## src/rtl/mmcm_clksel_ctrl.sv

```systemverilog
// Reset/clock-select sequencer in front of the MMCM: clk_in_sel only moves while RST is held, and LOCKED is filtered with timeout and retries.
// Outputs are registered (1 cycle after a handshake). Requests are taken only in LOCKED/FAIL; busy states ignore req_valid.
module mmcm_clksel_ctrl #(
  parameter bit INIT_SEL        = 1'b0,
  parameter int RST_PRE_CYCLES  = 8,
  parameter int RST_POST_CYCLES = 8,
  parameter int LOCK_STABLE     = 4,
  parameter int LOCK_TIMEOUT    = 100000,
  parameter int MAX_RETRIES     = 3
) (
  input  logic clk,
  input  logic reset,
  input  logic req_valid,
  input  logic req_sel,
  output logic req_ready,
  output logic mmcm_rst,
  output logic mmcm_clkinsel,
  input  logic mmcm_locked,
  output logic locked,
  output logic busy,
  output logic err,
  output logic lock_lost,
  output logic cur_sel
);

  localparam int PH_MAX = (RST_PRE_CYCLES > RST_POST_CYCLES) ? RST_PRE_CYCLES : RST_POST_CYCLES;
  localparam int PH_W   = $clog2(PH_MAX + 1);
  localparam int TO_W   = $clog2(LOCK_TIMEOUT + 1);
  localparam int ST_W   = $clog2(LOCK_STABLE + 1);
  localparam int RT_W   = (MAX_RETRIES < 1) ? 1 : $clog2(MAX_RETRIES + 1);

  localparam logic [PH_W-1:0] PRE_LAST  = PH_W'(RST_PRE_CYCLES - 1);
  localparam logic [PH_W-1:0] POST_LAST = PH_W'(RST_POST_CYCLES - 1);
  localparam logic [TO_W-1:0] TO_END    = TO_W'(LOCK_TIMEOUT);
  localparam logic [ST_W-1:0] ST_END    = ST_W'(LOCK_STABLE);
  localparam logic [RT_W-1:0] RT_MAX    = RT_W'(MAX_RETRIES);

  typedef enum logic [2:0] {
    S_RST_PRE,
    S_SWITCH,
    S_RST_POST,
    S_WAIT_LOCK,
    S_LOCKED,
    S_FAIL
  } state_t;

  state_t          state_q, state_d;
  logic            pending_q, pending_d;
  logic            sel_q, sel_d;
  logic [PH_W-1:0] ph_q, ph_d;
  logic [TO_W-1:0] to_q, to_d;
  logic [ST_W-1:0] st_q, st_d;
  logic [RT_W-1:0] rt_q, rt_d;
  logic            sync1_q, sync2_q;
  logic            rst_q, ready_q, locked_q, busy_q, err_q, lost_q, lost_d;

  logic            synced;
  logic            hs;
  logic [TO_W-1:0] to_inc;
  logic [ST_W-1:0] st_inc;

  assign synced = sync2_q;
  assign hs     = req_valid && ready_q;
  assign to_inc = to_q + 1'b1;
  assign st_inc = synced ? st_q + 1'b1 : '0;

  always_comb begin
    state_d   = state_q;
    pending_d = pending_q;
    sel_d     = sel_q;
    ph_d      = '0;
    to_d      = '0;
    st_d      = '0;
    rt_d      = rt_q;
    lost_d    = 1'b0;
    case (state_q)
      S_RST_PRE: begin
        // clkinsel is loaded on the edge into SWITCH so the new select is presented during the SWITCH cycle
        if (ph_q == PRE_LAST) begin
          state_d = S_SWITCH;
          sel_d   = pending_q;
        end else begin
          ph_d = ph_q + 1'b1;
        end
      end
      S_SWITCH: state_d = S_RST_POST;
      S_RST_POST: begin
        if (ph_q == POST_LAST) state_d = S_WAIT_LOCK;
        else                   ph_d    = ph_q + 1'b1;
      end
      S_WAIT_LOCK: begin
        to_d = to_inc;
        st_d = st_inc;
        if (st_inc == ST_END) begin
          state_d = S_LOCKED;
          rt_d    = '0;
        end else if (to_inc == TO_END) begin
          if (rt_q < RT_MAX) begin
            rt_d    = rt_q + 1'b1;
            state_d = S_RST_PRE;
          end else begin
            state_d = S_FAIL;
          end
        end
      end
      S_LOCKED: begin
        // a request arriving with a lock drop takes priority and suppresses lock_lost
        if (hs && ((req_sel != sel_q) || !synced)) begin
          pending_d = req_sel;
          rt_d      = '0;
          state_d   = S_RST_PRE;
        end else if (!synced) begin
          lost_d  = 1'b1;
          rt_d    = '0;
          state_d = S_RST_PRE;
        end
      end
      S_FAIL: begin
        if (hs) begin
          pending_d = req_sel;
          rt_d      = '0;
          state_d   = S_RST_PRE;
        end
      end
      default: state_d = S_RST_PRE;
    endcase
  end

  always_ff @(posedge clk) begin
    if (reset) begin
      state_q   <= S_RST_PRE;
      pending_q <= INIT_SEL;
      sel_q     <= INIT_SEL;
      ph_q      <= '0;
      to_q      <= '0;
      st_q      <= '0;
      rt_q      <= '0;
      sync1_q   <= 1'b0;
      sync2_q   <= 1'b0;
      rst_q     <= 1'b1;
      ready_q   <= 1'b0;
      locked_q  <= 1'b0;
      busy_q    <= 1'b1;
      err_q     <= 1'b0;
      lost_q    <= 1'b0;
    end else begin
      state_q   <= state_d;
      pending_q <= pending_d;
      sel_q     <= sel_d;
      ph_q      <= ph_d;
      to_q      <= to_d;
      st_q      <= st_d;
      rt_q      <= rt_d;
      sync1_q   <= mmcm_locked;
      sync2_q   <= sync1_q;
      rst_q     <= !((state_d == S_WAIT_LOCK) || (state_d == S_LOCKED));
      ready_q   <= (state_d == S_LOCKED) || (state_d == S_FAIL);
      locked_q  <= (state_d == S_LOCKED);
      busy_q    <= !((state_d == S_LOCKED) || (state_d == S_FAIL));
      err_q     <= (state_d == S_FAIL);
      lost_q    <= lost_d;
    end
  end

  assign req_ready     = ready_q;
  assign mmcm_rst      = rst_q;
  assign mmcm_clkinsel = sel_q;
  assign cur_sel       = sel_q;
  assign locked        = locked_q;
  assign busy          = busy_q;
  assign err           = err_q;
  assign lock_lost     = lost_q;

endmodule
```

## config.mk

```make
export PLATFORM = sky130hd
export DESIGN_NAME = mmcm_clksel_ctrl
export DESIGN_NICKNAME = d
export VERILOG_FILES = /design/src/rtl/mmcm_clksel_ctrl.sv
export SDC_FILE = /design/constraint.sdc
export NUM_CORES = 1
export LEC_CHECK = 0
export CAP_MARGIN = 20
export CORE_UTILIZATION = 58
export DETAILED_ROUTE_END_ITERATION = 6
export GPL_TIMING_DRIVEN = 1
export PLACE_DENSITY = 0.86
export SETUP_SLACK_MARGIN = 0.1
export SYNTH_ARGS = -nofsm -noshare
export SYNTH_HDL_FRONTEND = slang
export SYNTH_SLANG_ARGS = --single-unit
```

## constraint.sdc

```tcl
create_clock -name clk -period 2.7 [get_ports clk]
set_clock_uncertainty 0.1 [all_clocks]
set_input_delay 0.54 -clock clk [delete_from_list [all_inputs] [get_ports clk]]
set_output_delay 0.54 -clock clk [all_outputs]
set_load 0.02 [all_outputs]
```

Word-level counts from Yosys, hierarchy flattened

Cells that the tools add are included.

Register bits: 39
Input bits: 5
Output and inout port bits: 8
Logic and storage cells: 79

Add/sub/neg operators: 4
Order comparisons: 1
Equality and inequality tests: 17
Mux-type cells: 21
Bitwise logic cells: 3
Reduce and logical (&&, ||, !) cells: 18

Operators by type and width:

| cell                                                 | count |
|---|---|
| 2-to-1 mux 3 bit                                     | 9 |
| case mux 3 bit (6 select lines)                      | 1 |
| adder 17 x 1 -> 17 bit (second input constant)       | 1 |
| equality test 17 bit (second input constant)         | 1 |
| equality test 3 bit (second input constant)          | 5 |
| 2-to-1 mux 2 bit                                     | 6 |
| equality test 3 x 2 -> 1 bit (second input constant) | 3 |
| inequality test 3 bit (second input constant)        | 3 |
| case mux 2 bit (3 select lines)                      | 1 |
| OR reduction 3 bit                                   | 2 |
| AND reduction 5 bit                                  | 1 |
| adder 4 x 1 -> 4 bit (second input constant)         | 1 |
| equality test 4 x 3 -> 1 bit (second input constant) | 1 |
| inequality test 2 bit (second input constant)        | 2 |
| OR reduction 2 bit                                   | 2 |
| adder 3 x 1 -> 3 bit (second input constant)         | 1 |
| equality test 3 x 1 -> 1 bit (second input constant) | 1 |
| logical NOT 1 bit                                    | 3 |
| logical NOT 3 bit                                    | 1 |
| logical OR 1 bit                                     | 3 |
| 2-to-1 mux 1 bit                                     | 3 |
| NOT 1 bit                                            | 3 |
| AND reduction 3 bit                                  | 1 |
| nonzero test 3 bit                                   | 1 |
| other kinds (7)                                      | 8 |

Depth between registers and ports, before layout

Gate-level depths: netlist of the first run.

Depth in word-level cells: 8
Mapped depth: 9

Worst setup path before layout of the first run

Ideal clock, no wire load.

Path type: reg2reg
Start: reg to_q[0]
End: reg rst_q (netlist: mmcm_rst)
Library setup time: 120 ps
Arrival: 2157 ps
Data required time: 2480 ps
Path slack: 323 ps
Cell stages (with the launch flop): 10
Buffers on the path: 1
Clock period less this slack: 2377 ps
Cell sequence: dfxtp_1 > ha_1 > buf_2 > nand3_1 > nor4_2 > o211ai_1 > a22oi_2 > and4b_1 > o21ai_2 > a211o_1

Word-level cells in the longest chain between the ends: 8
Elaborated cells between the ends (all ways): 9
Classes of those cells: add/sub (1); eq/ne (3); mux (3); reduce/logical (2)

Ends and longest elaborated chain:

| what                                                                       | line | source |
|---|---|---|
| start, declared                                                            | 51   | `logic [TO_W-1:0] to_q, to_d;` |
| start signal, assigned                                                     | 151  | `to_q <= to_d;` |
| adder 17 x 1 -> 17 bit (*)                                                 | 64   | `assign to_inc = to_q + 1'b1;` |
| equality test 17 bit (*)                                                   | 97   | `end else if (to_inc == TO_END) begin` |
| 2-to-1 mux 3 bit (*)                                                       | 97   |  |
| 2-to-1 mux 3 bit (*)                                                       | 94   | `if (st_inc == ST_END) begin` |
| case mux 3 bit (6 select lines) (*)                                        | 76   | `case (state_q)` |
| equality test 3 x 2 -> 1 bit / equality test 3 bit (equally long branches) | 156  | `rst_q <= !((state_d == S_WAIT_LOCK) \|\| (state_d == S_LOCKED));` |
| logical OR 1 bit (*)                                                       | 156  |  |
| logical NOT 1 bit (*)                                                      | 156  |  |
| end signal, assigned                                                       | 156  |  |
| end, declared                                                              | 55   | `logic rst_q, ready_q, locked_q, busy_q, err_q, lost_q, lost_d;` |

Mark *: on every way between the ends. The rest lies on a longest branch, timed or not.
A chain may end at the register's enable or synchronous reset.

Worst setup path in the final report of the first run

Start: reg to_q[8]
End: reg rst_q (netlist: mmcm_rst)

The elaborated chain is that of the path after synthesis.

==> impl_metrics.toml, run 1 <==
[setup_path]
start_kind = "flop"
path_cells = "nand4_4, nor4_4, xnor2_1, nor4_2, and4b_1, o21ai_2, a211o_1"
path_delay_family = "simple AND/OR/NAND/NOR gates"
cp.buffers_inverters = 0
r2r_end = "mmcm_rst"
end_kind = "flop"
r2r_start = "to_q[8]"
critPathMaxFanout = 8
critPathArrivalTime_ns = 2.64
rrSetupSlack_ns = 0.21
cp_num_cells = 7
crit_type = "flop to flop"
worstRegToRegCells = 7
required_ns = 2.85
critical-path-max-stage-delay_ns = 0.56
slowest_stage = "dfxtp_1"

[global_routing]
grt_pass1_wl_mm = 6.29
overflow = 0
grt_max_degree = 16
antenna_found_initial = 0
grt_pass1_vias = 1354
track_usage = 0.240

[logic_synthesis]
synth_top_area_frac = 0.402
synth_area_per_cell_um2 = 8.91
yosysTopAreaCell = "dfxtp_1"
synthArstFlopShare = 0
syn_inst = 218
ys_warn_count = 0
synth-edff-count = 0
synthFlopType = "dfxtp_1"
ys_types = 48
syn-num-nets = 228
syn_area_mm2 = 0.00194
synthTopCellsByArea = "dfxtp_1 40%, nor2_1 5.8%, xnor2_1 5.4%, nand2_1 3.7%, xor2_1 3.6%"
yosysSeqAreaShare = 0.402
ys_seq_elements = 39

[min_path]
holdCritStartpoint = "ph_q[0]"
hold_path_class = "flop to flop"
holdPathStages = 1
min_to = "ph_q[0]"

[floorplan]
num_rows = 20
core_area_mm2 = 0.00313
die_w_um = 59.9
die_area_mm2 = 0.00359
start_util = 0.621
dieHeight_um = 59.9
pin_count = 13

[route]
drcViolationCount = 0
routed_wl_mm = 3.88
dr.pass1.iters = 4
vias_per_cell = 5.79
initialDrtViolationCount = 77
ant_nets = 0
detail_route.wl_per_cell_um = 14.1
via_count = 1592

[clock_tree]
hold_buffers = 0
tritoncts = "built"
cts_made_buffers = 5
post_cts_buffers = 0
clock_sinks = 39
clk_pin_slew_ns = 0.11
clk_latency_ns = 0.35
post_cts_resized = 0
clockRootBuffer = "clkbuf_4"
h-tree-depth = 2
clockBufferDepth = 2

[placement]
place.port_buffers = 12
place_inst = 267
dp_hpwl_mm = 2.82
gp_congestion = 0.911

[finish]
antenna_cells = 0
layoutNonFillerInstCount = 275
final_common_cell = "dfxtp_1"
fin_nets = 240
layout_common_cells = "37 x dfxtp_1, 30 x nor2_1, 19 x nand2_1, 12 x xnor2_1, 12 x clkdlybuf4s50_1"
drive_above_1_share = 0.117
area_delta_synth_final_pct = 14.6

[sta]
finalSetupViolCount = 0
slew_headroom = 0.635
min_period_over_period = 0.923
worst_pin_slew_ns = 0.547
tns_ns = 0
slew_violations = 0
rsz0062_at_grt = "false"
hold_slack_ns = 0.354
hold_viol_final = 0
clock.fmax_mhz = 401
fin_crit_ns = 2.49

[power]
leakagePower_nw = 0.821
power_density_mw_per_mm2 = 493
ir_drop_uv = 301

[job]
max_cap_violations = 0

[status]
run_status = "complete, no violations"
## worst register-to-register path, stage by stage (launching register included)
cell	delay, ns
dfxtp_1	0.56
nand4_4	0.23
nor4_4	0.35
xnor2_1	0.16
nor4_2	0.29
and4b_1	0.29
o21ai_2	0.09
a211o_1	0.31
## how the worst max path moves through the flow
stage / from / endpoint / slack, ns
4_1_cts: to_q[0] / mmcm_rst / 0.12
3_5_place_dp: to_q[0] / mmcm_rst / 0.19
3_3_place_gp: to_q[0] / mmcm_rst / 0.32
6_report: to_q[8] / mmcm_rst / 0.21
5_1_grt: to_q[8] / mmcm_rst / 0.11
2_1_floorplan: to_q[0] / mmcm_rst / 0.32
## through the flow
stage | utilization | power [mW] | setup slack, ns | cell area [µm²]
floorplan | - | 0.619 | 0.323 | 1940
global placement | 0.670 | 0.631 | 0.318 | 2100
detailed placement | 0.670 | 0.632 | 0.191 | 2100
CTS | 0.703 | 1.10 | 0.116 | 2200
global route | 0.712 | 1.13 | 0.110 | 2230
finish | 0.712 | 1.10 | 0.209 | 2230
## area by class of cell
| class | instances | area, µm² |
|---|---|---|
| Clock buffer | 6 | 41.3 |
| Clock inverter | 2 | 60.1 |
| Fill cell | 239 | 902 |
| Inverter | 3 | 11.3 |
| Multi-Input combinational cell | 165 | 1120 |
| Sequential cell | 39 | 783 |
| Tap cell | 44 | 55.1 |
| Timing Repair Buffer | 16 | 150 |
## state kept, by name, summed over array words and instances, names as in the netlist
name,count
to_q,17
ph_q,4
st_q,3
state_q,3
rt_q,2
busy,1
cur_sel,1
err,1
lock_lost,1
locked,1
mmcm_rst,1
pending_q,1
req_ready,1
sync1_q,1
sync2_q,1
## synthesized netlist by cell type, types with 4 or more instances
library cell and instances:
nor2_1 30, nand3_1 6, ha_1 5, and2_1 8, dfxtp_1 39, mux2i_1 4
nor2b_1 5, nand4_1 7, nor3_1 6, nand2_1 19, or3_1 4, nor4_1 4
buf_2 5, clkbuf_1 5, xnor2_1 12, xor2_1 8
## cells by family after synthesis
group,after synthesis,synth area share
fa+ha+maj,5,0.0322
xor+xnor,20,0.0901
simple gates,110,0.318
flops,39,0.402
buf+inv,14,0.0322
compound gates,26,0.105
mux,4,0.0206
## report_power, final
part,leakage [nW],internal [mW],switching [mW],total (mW)
sequential,0.316,0.582,0.00693,0.589
clock,0.0525,0.289,0.190,0.479
combinational,0.452,0.0170,0.0130,0.0299
total,0.821,0.888,0.210,1.10
## routing by layer
metal  GRT usage  part of all wire  up-vias
met2       0.354              0.46       48
li1            -                 -      793
met3      0.0476             0.047        9
met4       0.106             0.021        0
met1       0.337              0.47      742
met5           0                 0        -
Power figures use the tool's default switching activity.
==> run 2: changes to the inputs <==
ABC_CLOCK_PERIOD_IN_PS = 2700   (was default)
==> results of run 2 <==
Final layout, timing and power as in run 1 (identical DEF).
==> run 3: changes to the inputs <==
ABC_CLOCK_PERIOD_IN_PS = default   (was 2700)
CELL_PAD_IN_SITES_DETAIL_PLACEMENT = 0   (was default)
CELL_PAD_IN_SITES_GLOBAL_PLACEMENT = 1   (was default)
CORE_UTILIZATION = 44   (was 58)
PLACE_DENSITY = 0.84   (was 0.86)
==> run 3 against run 2 <==
Sequential share of layout area barely moved. First-iteration DRC count grew 51%. Sequential power hardly changed. Routed wire length is 3.7% lower. Critical path type unchanged.
==> impl_metrics.toml, run 3 (synthesized netlist as in run 1, its figures left out) <==
[clock_tree]
h-tree-depth = 2
clock_sinks = 39
cts_made_buffers = 5
clk_pin_slew_ns = 0.08
clk_latency_ns = 0.30
clockRootBuffer = "clkbuf_8"
hold_buffers = 0
tritoncts = "built"
clockBufferDepth = 2

[setup_path]
r2r_start = "to_q[2]"
slowest_stage = "dfxtp_1"
path_delay_family = "compound AO/OA/AOI/OAI gates"
worstRegToRegCells = 7
cp_num_cells = 7
critical-path-max-stage-delay_ns = 0.55
required_ns = 2.79
crit_type = "flop to flop"
cp.buffers_inverters = 0
path_common_cell = "a211o_1"
end_kind = "flop"
rrSetupSlack_ns = 0.25
path_cells = "nand3_1, or3_1, a211o_1, a22oi_2, and4b_1, o21ai_2, a211o_1"
start_kind = "flop"
critPathMaxFanout = 10
critPathArrivalTime_ns = 2.53
r2r_end = "mmcm_rst"

[sta]
tns_ns = 0
clock.fmax_mhz = 409
rsz0062_at_grt = "false"
fin_crit_ns = 2.45
slew_headroom = 0.631
hold_slack_ns = 0.345
worst_pin_slew_ns = 0.553
finalSetupViolCount = 0
layout_setup_ws_ns = 0.254
min_period_over_period = 0.906
slew_violations = 0
hold_viol_final = 0

[finish]
fillers = 392
fin_nets = 241
final_common_cell = "dfxtp_1"
largest_reg_flops = 17
antenna_cells = 0
largest-register = "to_q"
drive_above_1_share = 0.121
layout_common_cells = "38 x dfxtp_1, 30 x nor2_1, 18 x nand2_1, 12 x xnor2_1, 12 x clkdlybuf4s50_1"
top_regs = "to_q (17), ph_q (4)"
area_delta_synth_final_pct = 14.3

[global_routing]
track_usage = 0.188
grt_pass1_wl_mm = 6.40
met2_usage = 0.249
overflow = 0
antenna_found_initial = 0
grt_use_met3 = 0.0500
grt_max_degree = 16
grt_pass1_vias = 1367
grt_use_met1 = 0.278
grt_busiest_layer = "met1"

[status]
run_status = "complete, no violations"

[min_path]
min_to = "ph_q[0]"
hold_path_class = "flop to flop"
holdCritStartpoint = "ph_q[0]"
holdPathStages = 1

[job]
max_cap_violations = 0

[route]
vias_per_cell = 5.43
initialDrtViolationCount = 116
drcViolationCount = 0
ant_nets = 0
via_count = 1532
routed_wl_mm = 3.74
dr.pass1.iters = 4
detail_route.wl_per_cell_um = 13.3

[placement]
place.port_buffers = 12
gp_congestion = 0.833
pre_cts_ws_ns = 0.0925
dp_hpwl_mm = 2.80

[floorplan]
die_area_mm2 = 0.00469
dieHeight_um = 68.5
pin_count = 13
start_util = 0.472
core_area_mm2 = 0.00412
num_rows = 23
die_w_um = 68.5

[power]
leakagePower_nw = 0.782
ir_drop_uv = 398
power_density_mw_per_mm2 = 463
-- run 3: cell count changes in the layout (fill, tap and decap cells not counted), sizes merged --
cell and delta:
clkinvlp +2, clkbuf -1, bufinv -2, buf +1
inv +1
-- run 3: layout make-up --
class                           instances  area, µm²  share of cell area
Multi-Input combinational cell        165       1110               0.502
Sequential cell                        39        782               0.352
Timing Repair Buffer                   17        158              0.0710
Clock buffer                            5       68.8              0.0310
Tap cell                               50       62.6              0.0282
Clock inverter                          3       23.8              0.0107
Inverter                                3       11.3             0.00507
-- run 3: repair_timing --
action                                 4_1_cts  5_1_grt
buffers inserted                             0        0
setup endpoints to repair                    1        6
resized for setup                            1        3
endpoints found under the hold margin        0        0
-- run 3: per-stage QoR --
| stage | power [mW] | utilization | area (µm²) | cells |
|---|---|---|---|---|
| CTS | 1.04 | 0.536 | 2210 | 282 |
| floorplan | 0.619 | - | 1940 | 218 |
| global route | 1.07 | 0.540 | 2220 | 282 |
| detailed placement | 0.632 | 0.513 | 2110 | 274 |
| finish | 1.03 | 0.540 | 2220 | 282 |
| global placement | 0.632 | 0.513 | 2110 | 274 |
-- run 3: routing by layer --
| layer | routed length [µm] | share of wire |
|---|---|---|
| met2 | 1520 | 0.41 |
| met3 | 153 | 0.041 |
| met5 | 0 | 0 |
| met4 | 48 | 0.013 |
| met1 | 2010 | 0.54 |
-- run 3: worst reg2reg max path, stage by stage, from the launching register on --
cell and delay (ns):
dfxtp_1 0.55, nand3_1 0.16, or3_1 0.35, a211o_1 0.34
a22oi_2 0.17, and4b_1 0.27, o21ai_2 0.09, a211o_1 0.31
-- run 3: power by group --
group / total, mW / leakage (nW) / internal [mW] / switching (mW)
logic: 0.0292 / 0.425 / 0.0169 / 0.0123
clock network: 0.411 / 0.0408 / 0.185 / 0.226
registers: 0.589 / 0.316 / 0.582 / 0.00738
-- run 3: worst max-delay path by stage --
stage	start	to	slack (ns)
6_report	to_q[2]	mmcm_rst	0.25
3_3_place_gp	to_q[1]	mmcm_rst	0.20
4_1_cts	to_q[1]	mmcm_rst	0.15
3_5_place_dp	to_q[1]	mmcm_rst	0.09
5_1_grt	to_q[2]	mmcm_rst	0.13
2_1_floorplan	to_q[0]	mmcm_rst	0.32
